[src/rtl/jtag_dpi_pkg.sv]
// Shared types for the JTAG bit-bang sequencer: one-TCK command word and FSM states.
package jtag_dpi_pkg;

   typedef struct packed {
      logic tms;
      logic tdi;
      logic trst;
      logic capture;
   } jtag_cmd_t;

   typedef enum logic [1:0] {
      ST_IDLE,
      ST_LOW,
      ST_HIGH,
      ST_WAIT_RSP
   } jtag_seq_state_e;

   // Pin levels held while the TAP is in reset and no command has been issued.
   localparam jtag_cmd_t CMD_RESET = '{tms: 1'b1, tdi: 1'b0, trst: 1'b0, capture: 1'b0};

endpackage

[src/rtl/jtag_cmd_fifo.sv]
// Synchronous command FIFO of jtag_cmd_t; full blocks pushes, empty blocks pops.
module jtag_cmd_fifo
   import jtag_dpi_pkg::*;
#(
   parameter int unsigned DEPTH = 8
) (
   input  logic      clk_i,
   input  logic      rst_ni,
   input  logic      push_i,
   input  jtag_cmd_t din_i,
   input  logic      pop_i,
   output jtag_cmd_t dout_o,
   output logic      full_o,
   output logic      empty_o
);

   localparam int unsigned AW = $clog2(DEPTH);

   jtag_cmd_t       mem [DEPTH];
   logic [AW-1:0]   wr_ptr;
   logic [AW-1:0]   rd_ptr;
   logic [AW:0]     count;
   logic            push_ok;
   logic            pop_ok;

   assign full_o  = (count == (AW+1)'(DEPTH));
   assign empty_o = (count == '0);
   assign push_ok = push_i && !full_o;
   assign pop_ok  = pop_i && !empty_o;
   assign dout_o  = mem[rd_ptr];

   always_ff @(posedge clk_i or negedge rst_ni) begin
      if (!rst_ni) begin
         wr_ptr <= '0;
         rd_ptr <= '0;
         count  <= '0;
      end else begin
         if (push_ok) wr_ptr <= wr_ptr + 1'b1;
         if (pop_ok)  rd_ptr <= rd_ptr + 1'b1;
         case ({push_ok, pop_ok})
            2'b10:   count <= count + 1'b1;
            2'b01:   count <= count - 1'b1;
            default: count <= count;
         endcase
      end
   end

   always_ff @(posedge clk_i) begin
      if (push_ok) mem[wr_ptr] <= din_i;
   end

endmodule

[src/rtl/jtag_bitbang_seq.sv]
// Buffered JTAG pin sequencer: each queued command yields one divided TCK cycle,
// with optional TDO capture returned through a single-entry response slot.
module jtag_bitbang_seq
   import jtag_dpi_pkg::*;
#(
   parameter int unsigned FIFO_DEPTH = 8,
   parameter int unsigned CLK_DIV    = 2
) (
   input  logic clk_i,
   input  logic rst_ni,
   input  logic enable_i,
   input  logic cmd_valid_i,
   output logic cmd_ready_o,
   input  logic cmd_tms_i,
   input  logic cmd_tdi_i,
   input  logic cmd_trst_i,
   input  logic cmd_capture_i,
   output logic rsp_valid_o,
   input  logic rsp_ready_i,
   output logic rsp_tdo_o,
   output logic busy_o,
   output logic jtag_tck_o,
   output logic jtag_tms_o,
   output logic jtag_tdi_o,
   output logic jtag_trst_o,
   input  logic jtag_tdo_i
);

   localparam int unsigned     CW       = $clog2(CLK_DIV) + 1;
   localparam logic [CW-1:0]   DIV_LOAD = CW'(CLK_DIV - 1);

   jtag_seq_state_e state_q, state_d;
   logic [CW-1:0]   cnt_q, cnt_d;
   jtag_cmd_t       pins_q, pins_d;
   logic            tck_q, tck_d;
   logic            tdo_q, tdo_d;
   logic            rsp_valid_q, rsp_valid_d;
   logic            rsp_tdo_q, rsp_tdo_d;
   logic            busy_q;

   jtag_cmd_t       fifo_din;
   jtag_cmd_t       fifo_dout;
   logic            fifo_full;
   logic            fifo_empty;
   logic            fifo_pop;
   logic            can_pop;
   logic            slot_busy;
   logic            hi_exit;

   assign fifo_din = '{tms: cmd_tms_i, tdi: cmd_tdi_i, trst: cmd_trst_i, capture: cmd_capture_i};

   jtag_cmd_fifo #(
      .DEPTH (FIFO_DEPTH)
   ) u_fifo (
      .clk_i   (clk_i),
      .rst_ni  (rst_ni),
      .push_i  (cmd_valid_i),
      .din_i   (fifo_din),
      .pop_i   (fifo_pop),
      .dout_o  (fifo_dout),
      .full_o  (fifo_full),
      .empty_o (fifo_empty)
   );

   assign can_pop   = enable_i && !fifo_empty;
   // Slot counts as free if the consumer is taking the current entry this cycle.
   assign slot_busy = rsp_valid_q && !rsp_ready_i;

   always_comb begin
      state_d     = state_q;
      cnt_d       = cnt_q;
      pins_d      = pins_q;
      tck_d       = tck_q;
      tdo_d       = tdo_q;
      rsp_valid_d = slot_busy;
      rsp_tdo_d   = rsp_tdo_q;
      fifo_pop    = 1'b0;
      hi_exit     = 1'b0;

      case (state_q)
         ST_IDLE: begin
            tck_d = 1'b0;
            if (can_pop) begin
               fifo_pop = 1'b1;
               pins_d   = fifo_dout;
               cnt_d    = DIV_LOAD;
               state_d  = ST_LOW;
            end
         end
         ST_LOW: begin
            if (cnt_q == '0) begin
               tck_d   = 1'b1;
               tdo_d   = jtag_tdo_i;
               cnt_d   = DIV_LOAD;
               state_d = ST_HIGH;
            end else begin
               cnt_d = cnt_q - 1'b1;
            end
         end
         ST_HIGH: begin
            if (cnt_q == '0) hi_exit = 1'b1;
            else             cnt_d   = cnt_q - 1'b1;
         end
         ST_WAIT_RSP: hi_exit = 1'b1;
         default:     state_d = ST_IDLE;
      endcase

      // Shared falling-edge actions for HIGH timeout and a released WAIT_RSP.
      if (hi_exit) begin
         if (pins_q.capture && slot_busy) begin
            state_d = ST_WAIT_RSP;
         end else begin
            tck_d = 1'b0;
            if (pins_q.capture) begin
               rsp_valid_d = 1'b1;
               rsp_tdo_d   = tdo_q;
            end
            if (can_pop) begin
               fifo_pop = 1'b1;
               pins_d   = fifo_dout;
               cnt_d    = DIV_LOAD;
               state_d  = ST_LOW;
            end else begin
               state_d = ST_IDLE;
            end
         end
      end
   end

   always_ff @(posedge clk_i or negedge rst_ni) begin
      if (!rst_ni) begin
         state_q     <= ST_IDLE;
         cnt_q       <= '0;
         pins_q      <= CMD_RESET;
         tck_q       <= 1'b0;
         tdo_q       <= 1'b0;
         rsp_valid_q <= 1'b0;
         rsp_tdo_q   <= 1'b0;
         busy_q      <= 1'b0;
      end else begin
         state_q     <= state_d;
         cnt_q       <= cnt_d;
         pins_q      <= pins_d;
         tck_q       <= tck_d;
         tdo_q       <= tdo_d;
         rsp_valid_q <= rsp_valid_d;
         rsp_tdo_q   <= rsp_tdo_d;
         busy_q      <= !fifo_empty || (state_q != ST_IDLE) || rsp_valid_q;
      end
   end

   assign cmd_ready_o = !fifo_full;
   assign rsp_valid_o = rsp_valid_q;
   assign rsp_tdo_o   = rsp_tdo_q;
   assign busy_o      = busy_q;
   assign jtag_tck_o  = tck_q;
   assign jtag_tms_o  = pins_q.tms;
   assign jtag_tdi_o  = pins_q.tdi;
   assign jtag_trst_o = pins_q.trst;

endmodule

[config.mk]
export PLATFORM = sky130hd
export DESIGN_NAME = jtag_bitbang_seq
export DESIGN_NICKNAME = d
export VERILOG_FILES = /design/src/rtl/jtag_dpi_pkg.sv /design/src/rtl/jtag_cmd_fifo.sv /design/src/rtl/jtag_bitbang_seq.sv
export SDC_FILE = /design/constraint.sdc
export NUM_CORES = 1
export LEC_CHECK = 0
export ABC_CLOCK_PERIOD_IN_PS = 3480
export CORE_UTILIZATION = 60
export CTS_BUF_LIST = sky130_fd_sc_hd__clkbuf_2
export DETAILED_ROUTE_END_ITERATION = 10
export PLACE_DENSITY = 0.87
export SLEW_MARGIN = 5
export SYNTH_ARGS = -nofsm -noshare
export SYNTH_HDL_FRONTEND = slang
export SYNTH_HIERARCHICAL = 1
export SYNTH_SLANG_ARGS = --single-unit
[constraint.sdc]
create_clock -name clk_i -period 3.48 [get_ports clk_i]
set_clock_uncertainty 0.15 [all_clocks]
set_input_delay 0.696 -clock clk_i [delete_from_list [all_inputs] [get_ports clk_i]]
set_output_delay 0.696 -clock clk_i [all_outputs]
set_load 0.05 [all_outputs]
==> impl_metrics.csv, run 1 <==
group,metric,value,unit
layout,num-fill-cells,275,
placement,numPortBuffers,17,
sta,setup_viol,0,
layout,drive_gt1_share,21.4,%
setup_path,crit_chain,"or4b_4 > inv_1 > inv_1 > clkdlybuf4s50_1",
synth,yosysSeqAreaShare,60.4,%
cts,clkTransAtPathRegs,0.22,ns
routing,vias_per_cell,5.87,
sta,fin_crit_sh,91.5,%
sta,slew_viol_final,0,
routing,routedWlPerCell,17.4,um
job,maxCapViolCount,0,
setup_path,worstPathMaxFanout,7,
floorplanning,rows,23,
sta,worst_slack,0.294,ns
floorplanning,start_util,63.2,%
synth,ys.flop_type,"edfxtp_1",
placement,dp_hpwl,3290,um
global_route,grt_pass1_vias,1459,
floorplanning,die_area,4510,um2
sta,tightestPinTransition,1.02,ns
sta,rsz0062_at_grt,"false",
layout,regArea,1540,um2
cts,cts_max_level,2,
setup_path,required,2.63,ns
setup_path,startpoint_type,"flop",
global_route,track_usage,21.7,%
cts,numCtsBuffers,5,
cts,tritoncts,"yes",
routing,wl,4290,um
placement,placed_area,2790,um2
hold_path,hp-start,"rsp_tdo_o",
hold_path,worstHoldPathType,"reg -> reg",
routing,drt_iter0_drc,95,
sta,relSlewSlack,31.9,%
placement,gp_congestion,0.805,
cts,clockRootBuffer,"clkbuf_2",
synth,synth_seq_cells,55,
layout,diodes,0,
setup_path,crit_top_cell,"inv_1",
synth,synth_edf_count,32,
setup_path,setup.worst_path.start,"u_fifo/count[0]",
layout,stdcell_area,2830,um2
placement,pre_cts_ws,-0.0596,ns
setup_path,path_class,"reg -> out",
layout,nets,211,
power_and_ir_drop,power,0.00238,W
global_route,grt.overflow.total,0,
setup_path,rr_startpoint,"u_fifo/count[0]",
cts,clockBufferDepth,2,
setup_path,crit_path_end_kind,"output port",
synth,synth-xor-area-share,2.06,%
sta,fin_tns_setup,0,ns
layout,instances_no_fill,246,
power_and_ir_drop,ir_worst_vdd,0.477,mV
routing,antenna_left,0,
synth,synth_nets,187,
cts,holdBufCountCts,0,
synth,avgSynthCellArea,14.9,um2
run_status,status,"finished, final reports clean",
synth,syn-instance-count,171,
setup_path,slowest_stage,"clkdlybuf4s50_1",
synth,synth_simple_gate_area_share,12.5,%
synth,yosysUniqueCellTypes,45,
power_and_ir_drop,p_leak,1.07,nW
global_route,grt_max_degree,24,
synth,yosys_warnings,6,
setup_path,arrival,2.34,ns
power_and_ir_drop,cellPowerDensity,841,nW/um2
cts,cts_num_sinks,55,
floorplanning,die_y,67.2,um
floorplanning,coreArea,4030,um2
sta,fmax,0.314,GHz
setup_path,critical_path.max_stage_delay,0.69,ns
routing,vias,1444,
cts,post_cts_buffers,0,
cts,clock_latency,0.39,ns
routing,drcViolationCount,0,
synth,synth_compound_area_share,6.04,%
synth,synthMuxAreaShare,13.4,%
floorplanning,chipWidth,67.2,um
synth,ys_async_sr_fraction,41.8,%
global_route,grt_pass1_wl,7020,um
synth,synthAdderAreaFrac,3.24,%
layout,area_growth,11.0,%
layout,multi_input_area,947,um2
cts,cts-resized-gates,0,
placement,dp.cells,238,
routing,first_pass_iters,4,
global_route,antenna_found_initial,0,
sta,hold_viol,0,
sta,fin_crit,3.19,ns
synth,synth_top_family_by_area,"multiplexers",
synth,syn_area,2550,um2
floorplanning,io_pins,18,
## report_power, final
group | switching (W) | total, W | internal [W]
clock network | 0.000172 | 0.000220 | 0.0000485
registers | 0.000223 | 0.00110 | 0.000880
logic | 0.000513 | 0.00105 | 0.000542
## cell usage after synthesis (2+ instances only)
master    number  area (um2)
a21oi_1        4        20.0
buf_2          2        10.0
clkbuf_1       2        7.51
dfrtp_1       22         551
edfxtp_1      32         961
ha_1           5        62.6
inv_1          9        33.8
mux2_1         2        22.5
mux2_2         6        67.6
mux2_4         4        60.1
mux4_2         8         180
nand2_1       11        41.3
nand2b_1       6        37.5
nand3_1        4        20.0
nor2_1         8        30.0
nor3_1         2        10.0
nor3b_1        4        30.0
o21ai_0        7        35.0
o22ai_1        2        12.5
or4b_2         2        20.0
xnor2_1        5        43.8
## cell usage in the layout, fill, tap and decap left out, types with 6 or more instances in the layout
cell type,instances
nand2b_1,6
o21ai_0,7
clkdlybuf4s50_1,17
dfrtp_1,22
inv_1,9
mux4_2,8
edfxtp_1,32
nand2_1,11
clkbuf_2,6
nor2_1,8
mux2_2,6
## area by class of cell
type                       instances  share of cell area [%]
timing repair buffer              22                    7.35
multi-input combinational        102                    33.5
clock inverter                     2                   0.266
inverter                           9                    1.20
sequential                        55                    54.4
clock buffer                       6                    1.06
tap                               50                    2.21
## cells by family (layout without fill, tap and decap cells)
family / after synthesis / in the layout
flops: 55 / 55
simple gates: 49 / 49
mux: 21 / 21
compound gates: 20 / 20
buf+inv: 14 / 39
fa+ha+maj: 6 / 6
xor+xnor: 6 / 6
## layer usage
metal  wire length, um  GRT usage [%]  vias up
met2              2170           34.4       31
met1              1860           29.2      722
met4                57           7.18        0
met3               193           5.91        6
met5                 0              0        -
li1                  -              -      685
## registers in the layout, indices dropped and copies added, names as in the netlist, 2 cells and up
| signal | flops |
|---|---|
| u_fifo/mem | 32 |
| state_q | 2 |
| u_fifo/count | 4 |
| u_fifo/wr_ptr | 3 |
| u_fifo/rd_ptr | 3 |
| cnt_q | 2 |
## worst paths after layout
path	end	slack (ns)	depth (start not counted)
max	cmd_ready_o	0.29	4
min	rsp_tdo_o	0.38	1
max reg2reg	u_fifo/count[3]	0.33	11
min reg2reg	rsp_tdo_o	0.38	1
max in group asynchronous	tdo_q	1.90	1
min in group asynchronous	jtag_trst_o	0.67	1
## per-stage QoR
| stage | utilization [%] | hold WS (ns) |
|---|---|---|
| after global placement | 69.2 | 0.319 |
| final | 70.2 | 0.375 |
| after CTS | 70.2 | 0.384 |
| after floorplan | - | 0.250 |
| after global routing | 70.2 | 0.410 |
| after detailed placement | 69.2 | 0.335 |
## worst max-delay path, delay by kind of cell, from the launching register on
| kind | cells | cell delay (ns) |
|---|---|---|
| buf+inv | 3 | 0.81 |
| flops | 1 | 0.52 |
| simple gates | 1 | 0.63 |
Power figures use the tool's default switching activity.
==> run 2, diff against run 1 <==
--- a/config.mk
+++ b/config.mk
@@ -6,10 +6,11 @@
 export NUM_CORES = 1
 export LEC_CHECK = 0
 export ABC_CLOCK_PERIOD_IN_PS = 3480
-export CORE_UTILIZATION = 60
+export CORE_UTILIZATION = 30
 export CTS_BUF_LIST = sky130_fd_sc_hd__clkbuf_2
+export CTS_CLUSTER_SIZE = 12
 export DETAILED_ROUTE_END_ITERATION = 10
-export PLACE_DENSITY = 0.87
+export PLACE_DENSITY = 0.52
 export SLEW_MARGIN = 5
 export SYNTH_ARGS = -nofsm -noshare
 export SYNTH_HDL_FRONTEND = slang
==> impl_metrics.csv, run 2 (synthesized netlist as in run 1, its figures left out) <==
group,metric,value,unit
sta,slew_viol_final,0,
layout,nets,213,
sta,fin_crit_sh,93.1,%
power_and_ir_drop,pwr-share-comb,43.2,%
sta,hold_viol,0,
sta,setup_viol,0,
layout,final_cell_mix,"edfxtp_1, dfrtp_1, clkdlybuf4s50_1",
setup_path,arrival,2.40,ns
job,maxCapViolCount,0,
cts,numCtsBuffers,5,
power_and_ir_drop,p_clk_share,11.1,%
floorplanning,die_y,94.2,um
global_route,antenna_found_initial,0,
layout,area_growth,14.7,%
setup_path,required,2.63,ns
sta,fin_crit,3.24,ns
cts,clkTransAtPathRegs,0.27,ns
routing,antenna_left,0,
layout,drive_gt1_share,22.7,%
power_and_ir_drop,sw_frac_of_total,38.6,%
sta,rsz0062_at_grt,"false",
global_route,track_usage,10.9,%
run_status,status,"finished, final reports clean",
routing,routedWlPerCell,13.8,um
power_and_ir_drop,cellPowerDensity,826,nW/um2
floorplanning,chipWidth,94.2,um
cts,clock_latency,0.45,ns
setup_path,startpoint_type,"flop",
layout,num-fill-cells,815,
cts,cts-resized-gates,0,
layout,top_register,"u_fifo/mem",
placement,gp_congestion,0.744,
routing,vias_per_cell,4.53,
floorplanning,die_area,8860,um2
routing,wl,4180,um
placement,numPortBuffers,17,
power_and_ir_drop,power,0.00241,W
floorplanning,coreArea,8220,um2
routing,first_pass_iters,4,
hold_path,worstHoldPathType,"reg -> reg",
cts,post_cts_buffers,0,
setup_path,crit_path_end_kind,"output port",
sta,fmax,0.309,GHz
power_and_ir_drop,seq_power_share,45.7,%
global_route,grt_pass1_wl,7140,um
cts,cts_num_sinks,55,
global_route,grt_max_degree,24,
floorplanning,io_pins,18,
routing,drcViolationCount,0,
placement,dp_hpwl,3040,um
cts,clockBufferDepth,2,
global_route,grt.overflow.total,0,
layout,largest_register_ff_count,32,
layout,top_regs,"u_fifo/mem x32, u_fifo/count x4",
setup_path,path_class,"reg -> out",
cts,cts_max_level,2,
cts,tritoncts,"yes",
cts,holdBufCountCts,0,
global_route,grt_pass1_vias,1392,
routing,vias,1372,
sta,relSlewSlack,58.2,%
power_and_ir_drop,switching_power,0.000930,W
power_and_ir_drop,p_leak,1.08,nW
floorplanning,rows,33,
layout,final_common_cell,"edfxtp_1",
layout,diodes,0,
sta,tightestPinTransition,0.623,ns
setup_path,worstPathMaxFanout,7,
cts,clockRootBuffer,"clkbuf_2",
floorplanning,start_util,31.0,%
power_and_ir_drop,ir_worst_vdd,0.184,mV
power_and_ir_drop,p_int,0.00148,W
sta,fin_tns_setup,0,ns
routing,drt_iter0_drc,62,
[run 2: changes by cell type in the layout (fill, tap and decap cells not counted)]
cell,before,now
buf_4,5,7
clkbuf_2,6,5
inv_8,0,1
clkinv_4,0,1
clkinv_1,2,1
[run 2: worst paths after layout]
check                           startpoint         endpoint  slack, ns  depth (start not counted)
max                        u_fifo/count[0]      cmd_ready_o       0.24                          4
min                              rsp_tdo_o        rsp_tdo_o       0.38                          1
max reg2reg                u_fifo/count[0]  u_fifo/count[3]       0.37                         11
min reg2reg                      rsp_tdo_o        rsp_tdo_o       0.38                          1
max in group asynchronous           rst_ni       jtag_tms_o       2.51                          2
min in group asynchronous           rst_ni       jtag_tdi_o       0.39                          2
[run 2: power groups by stage]
| stage | Combinational [W] | Sequential, W | Clock, W |
|---|---|---|---|
| 5_1_grt | 0.00115 | 0.00114 | 0.000307 |
| 3_3_place_gp | 0.00104 | 0.00112 | 0 |
| 2_1_floorplan | 0.000765 | 0.00113 | 0 |
| 6_report | 0.00104 | 0.00110 | 0.000268 |
| 3_5_place_dp | 0.00105 | 0.00112 | 0 |
| 4_1_cts | 0.00106 | 0.00111 | 0.000278 |
[run 2: area by class of cell]
| type | instances | area (um2) | share of cell area, % |
|---|---|---|---|
| Tap cell | 105 | 131 | 4.50 |
| Timing Repair Buffer | 24 | 223 | 7.62 |
| Clock inverter | 3 | 23.8 | 0.814 |
| Inverter | 9 | 33.8 | 1.16 |
| Multi-Input combinational cell | 102 | 947 | 32.4 |
| Sequential cell | 55 | 1540 | 52.6 |
| Clock buffer | 5 | 25.0 | 0.857 |
[run 2: routing by layer]
layer	global-route usage, %	part of all wire [%]	up-vias	routed length (um)
met3	2.43	3.1	7	129
met5	0	0	-	0
li1	-	-	686	-
met4	5.00	2.0	0	85
met1	15.1	50	657	2090
met2	16.1	45	22	1880
[run 2: per-stage QoR]
step                      utilization, %  std cells  cell area, um2  worst slack [ns]  hold WS [ns]
final                               35.6        303            2920             0.239         0.381
after global routing                35.6        303            2920            0.0920         0.401
after CTS                           35.6        303            2920             0.194         0.390
after detailed placement            35.0        295            2870           -0.0120         0.334
after global placement              35.0        295            2870            0.0579         0.332
after floorplan                        -        171            2550             0.334         0.250
[run 2: critical path, cell delays in order (launching register included)]
cell and delay [ns]:
dfrtp_1 0.54, or4b_4 0.63, inv_1 0.08, inv_1 0.04, clkdlybuf4s50_1 0.68
==> run 3, diff against run 2 <==
--- a/config.mk
+++ b/config.mk
@@ -6,6 +6,7 @@
 export NUM_CORES = 1
 export LEC_CHECK = 0
 export ABC_CLOCK_PERIOD_IN_PS = 3480
+export CORE_MARGIN = 5
 export CORE_UTILIZATION = 30
 export CTS_BUF_LIST = sky130_fd_sc_hd__clkbuf_2
 export CTS_CLUSTER_SIZE = 12
==> impl_metrics.csv, run 3 (synthesized netlist as in run 1, its figures left out) <==
group,metric,value,unit
cts,holdBufCountCts,0,
power_and_ir_drop,switching_power,0.000945,W
floorplanning,chipWidth,102,um
power_and_ir_drop,seq_power_share,44.5,%
global_route,grt.overflow.total,0,
placement,pre_cts_ws,0.0269,ns
power_and_ir_drop,cellPowerDensity,829,nW/um2
cts,post_cts_buffers,0,
sta,fin_tns_setup,0,ns
sta,setup_viol,0,
power_and_ir_drop,ir_worst_vdd,0.236,mV
setup_path,rrSetupSlack,0.36,ns
sta,fin_crit_sh,94.4,%
routing,drt_iter0_drc,32,
sta,tightestPinTransition,0.581,ns
layout,top_regs,"u_fifo/mem x32, u_fifo/count x4",
setup_path,worstPathMaxFanout,6,
layout,drive_gt1_share,24.4,%
routing,antenna_left,0,
cts,clock_latency,0.44,ns
global_route,antenna_found_initial,1,
floorplanning,die_y,102,um
floorplanning,coreArea,8260,um2
floorplanning,die_area,10400,um2
setup_path,worst_r2r_path_depth,11,
sta,fin_crit,3.29,ns
routing,first_pass_iters,4,
setup_path,critical_path_buf_inv_count,4,
layout,nets,216,
layout,area_growth,16.1,%
power_and_ir_drop,sw_frac_of_total,38.6,%
power_and_ir_drop,p_leak,1.10,nW
placement,gp_congestion,0.775,
setup_path,required,2.63,ns
global_route,track_usage,9.04,%
sta,rsz0062_at_grt,"false",
global_route,grt_max_degree,24,
layout,post-route-util,35.8,%
setup_path,reg2reg_to,"u_fifo/count[3]",
power_and_ir_drop,pwr-share-comb,44.0,%
sta,fmax,0.304,GHz
sta,slew_viol_final,0,
cts,tritoncts,"yes",
setup_path,crit_top_cell,"inv_1",
setup_path,rr_startpoint,"u_fifo/count[1]",
setup_path,critical_path.max_stage_delay,0.69,ns
cts,cts_max_level,2,
power_and_ir_drop,p_clk_share,11.5,%
routing,vias,1396,
layout,final_common_cell,"edfxtp_1",
setup_path,crit_path_end_kind,"output port",
setup_path,path_class,"reg -> out",
cts,clockRootBuffer,"clkbuf_2",
layout,top_register,"u_fifo/mem",
global_route,grt_pass1_vias,1458,
routing,wl,4340,um
sta,holdWs,0.386,ns
cts,clkTransAtPathRegs,0.31,ns
layout,final_cell_mix,"edfxtp_1, dfrtp_1, clkdlybuf4s50_1",
routing,drcViolationCount,0,
job,maxCapViolCount,0,
sta,hold_viol,0,
layout,largest_register_ff_count,32,
sta,worst_slack,0.195,ns
floorplanning,start_util,30.8,%
hold_path,worstHoldPathType,"in -> async",
cts,numCtsBuffers,5,
placement,dp_hpwl,3140,um
power_and_ir_drop,p_int,0.00150,W
setup_path,arrival,2.44,ns
sta,relSlewSlack,61.0,%
placement,numPortBuffers,17,
floorplanning,io_pins,18,
setup_path,crit_chain,"buf_4 > or4b_4 > inv_1 > inv_1 > clkdlybuf4s50_1",
run_status,status,"finished, final reports clean",
setup_path,critPathTopFamily,"buffers and inverters",
cts,clockBufferDepth,2,
cts,cts-resized-gates,0,
setup_path,startpoint_type,"flop",
floorplanning,rows,33,
routing,routedWlPerCell,14.1,um
setup_path,slowest_stage,"clkdlybuf4s50_1",
global_route,grt_pass1_wl,7220,um
cts,cts_num_sinks,55,
routing,vias_per_cell,4.55,
-- run 3: cell count changes in the layout (fill, tap and decap cells not counted), sizes merged --
cell	change
diode	+1
buf	+3
-- run 3: how the worst max path moves through the flow --
stage / startpoint / to / slack, ns / cells after the start
after global placement: rsp_ready_i / u_fifo/count[3] / 0.10 / 12
after CTS: u_fifo/count[0] / cmd_ready_o / 0.14 / 5
after floorplan: rsp_valid_o / u_fifo/count[3] / 0.33 / 11
final: u_fifo/count[0] / cmd_ready_o / 0.19 / 5
after detailed placement: rsp_ready_i / u_fifo/count[3] / 0.03 / 12
after global routing: u_fifo/count[0] / cmd_ready_o / 0.09 / 5
-- run 3: through the flow --
step | total power (W) | instance area (um2) | instances
6_report | 0.00245 | 2960 | 307
5_1_grt | 0.00263 | 2960 | 307
2_1_floorplan | 0.00190 | 2550 | 171
3_3_place_gp | 0.00219 | 2900 | 298
3_5_place_dp | 0.00220 | 2900 | 298
4_1_cts | 0.00249 | 2950 | 306
-- run 3: final cells by class --
class,instances,area [um2]
multi-input cells,102,947
inverters,9,33.8
clock inverters,3,33.8
fillers,814,5300
well taps,105,131
repair buffers,27,245
flip-flops and latches,55,1540
clock buffers,5,25.0
diodes,1,2.50
-- run 3: per-layer routing --
layer	part of all wire (%)	vias up	wire [um]	global-route usage, %
met4	1.5	0	65	4.54
met1	49	675	2110	12.2
li1	-	693	-	-
met3	3.4	4	146	1.91
met2	46	24	2020	13.8
met5	0	-	0	0
-- run 3: power groups by stage --
stage	sequential [W]	combinational (W)	clock, W
3_5_place_dp	0.00111	0.00109	0
3_3_place_gp	0.00111	0.00107	0
4_1_cts	0.00110	0.00109	0.000302
2_1_floorplan	0.00113	0.000765	0
5_1_grt	0.00113	0.00118	0.000319
6_report	0.00109	0.00108	0.000282
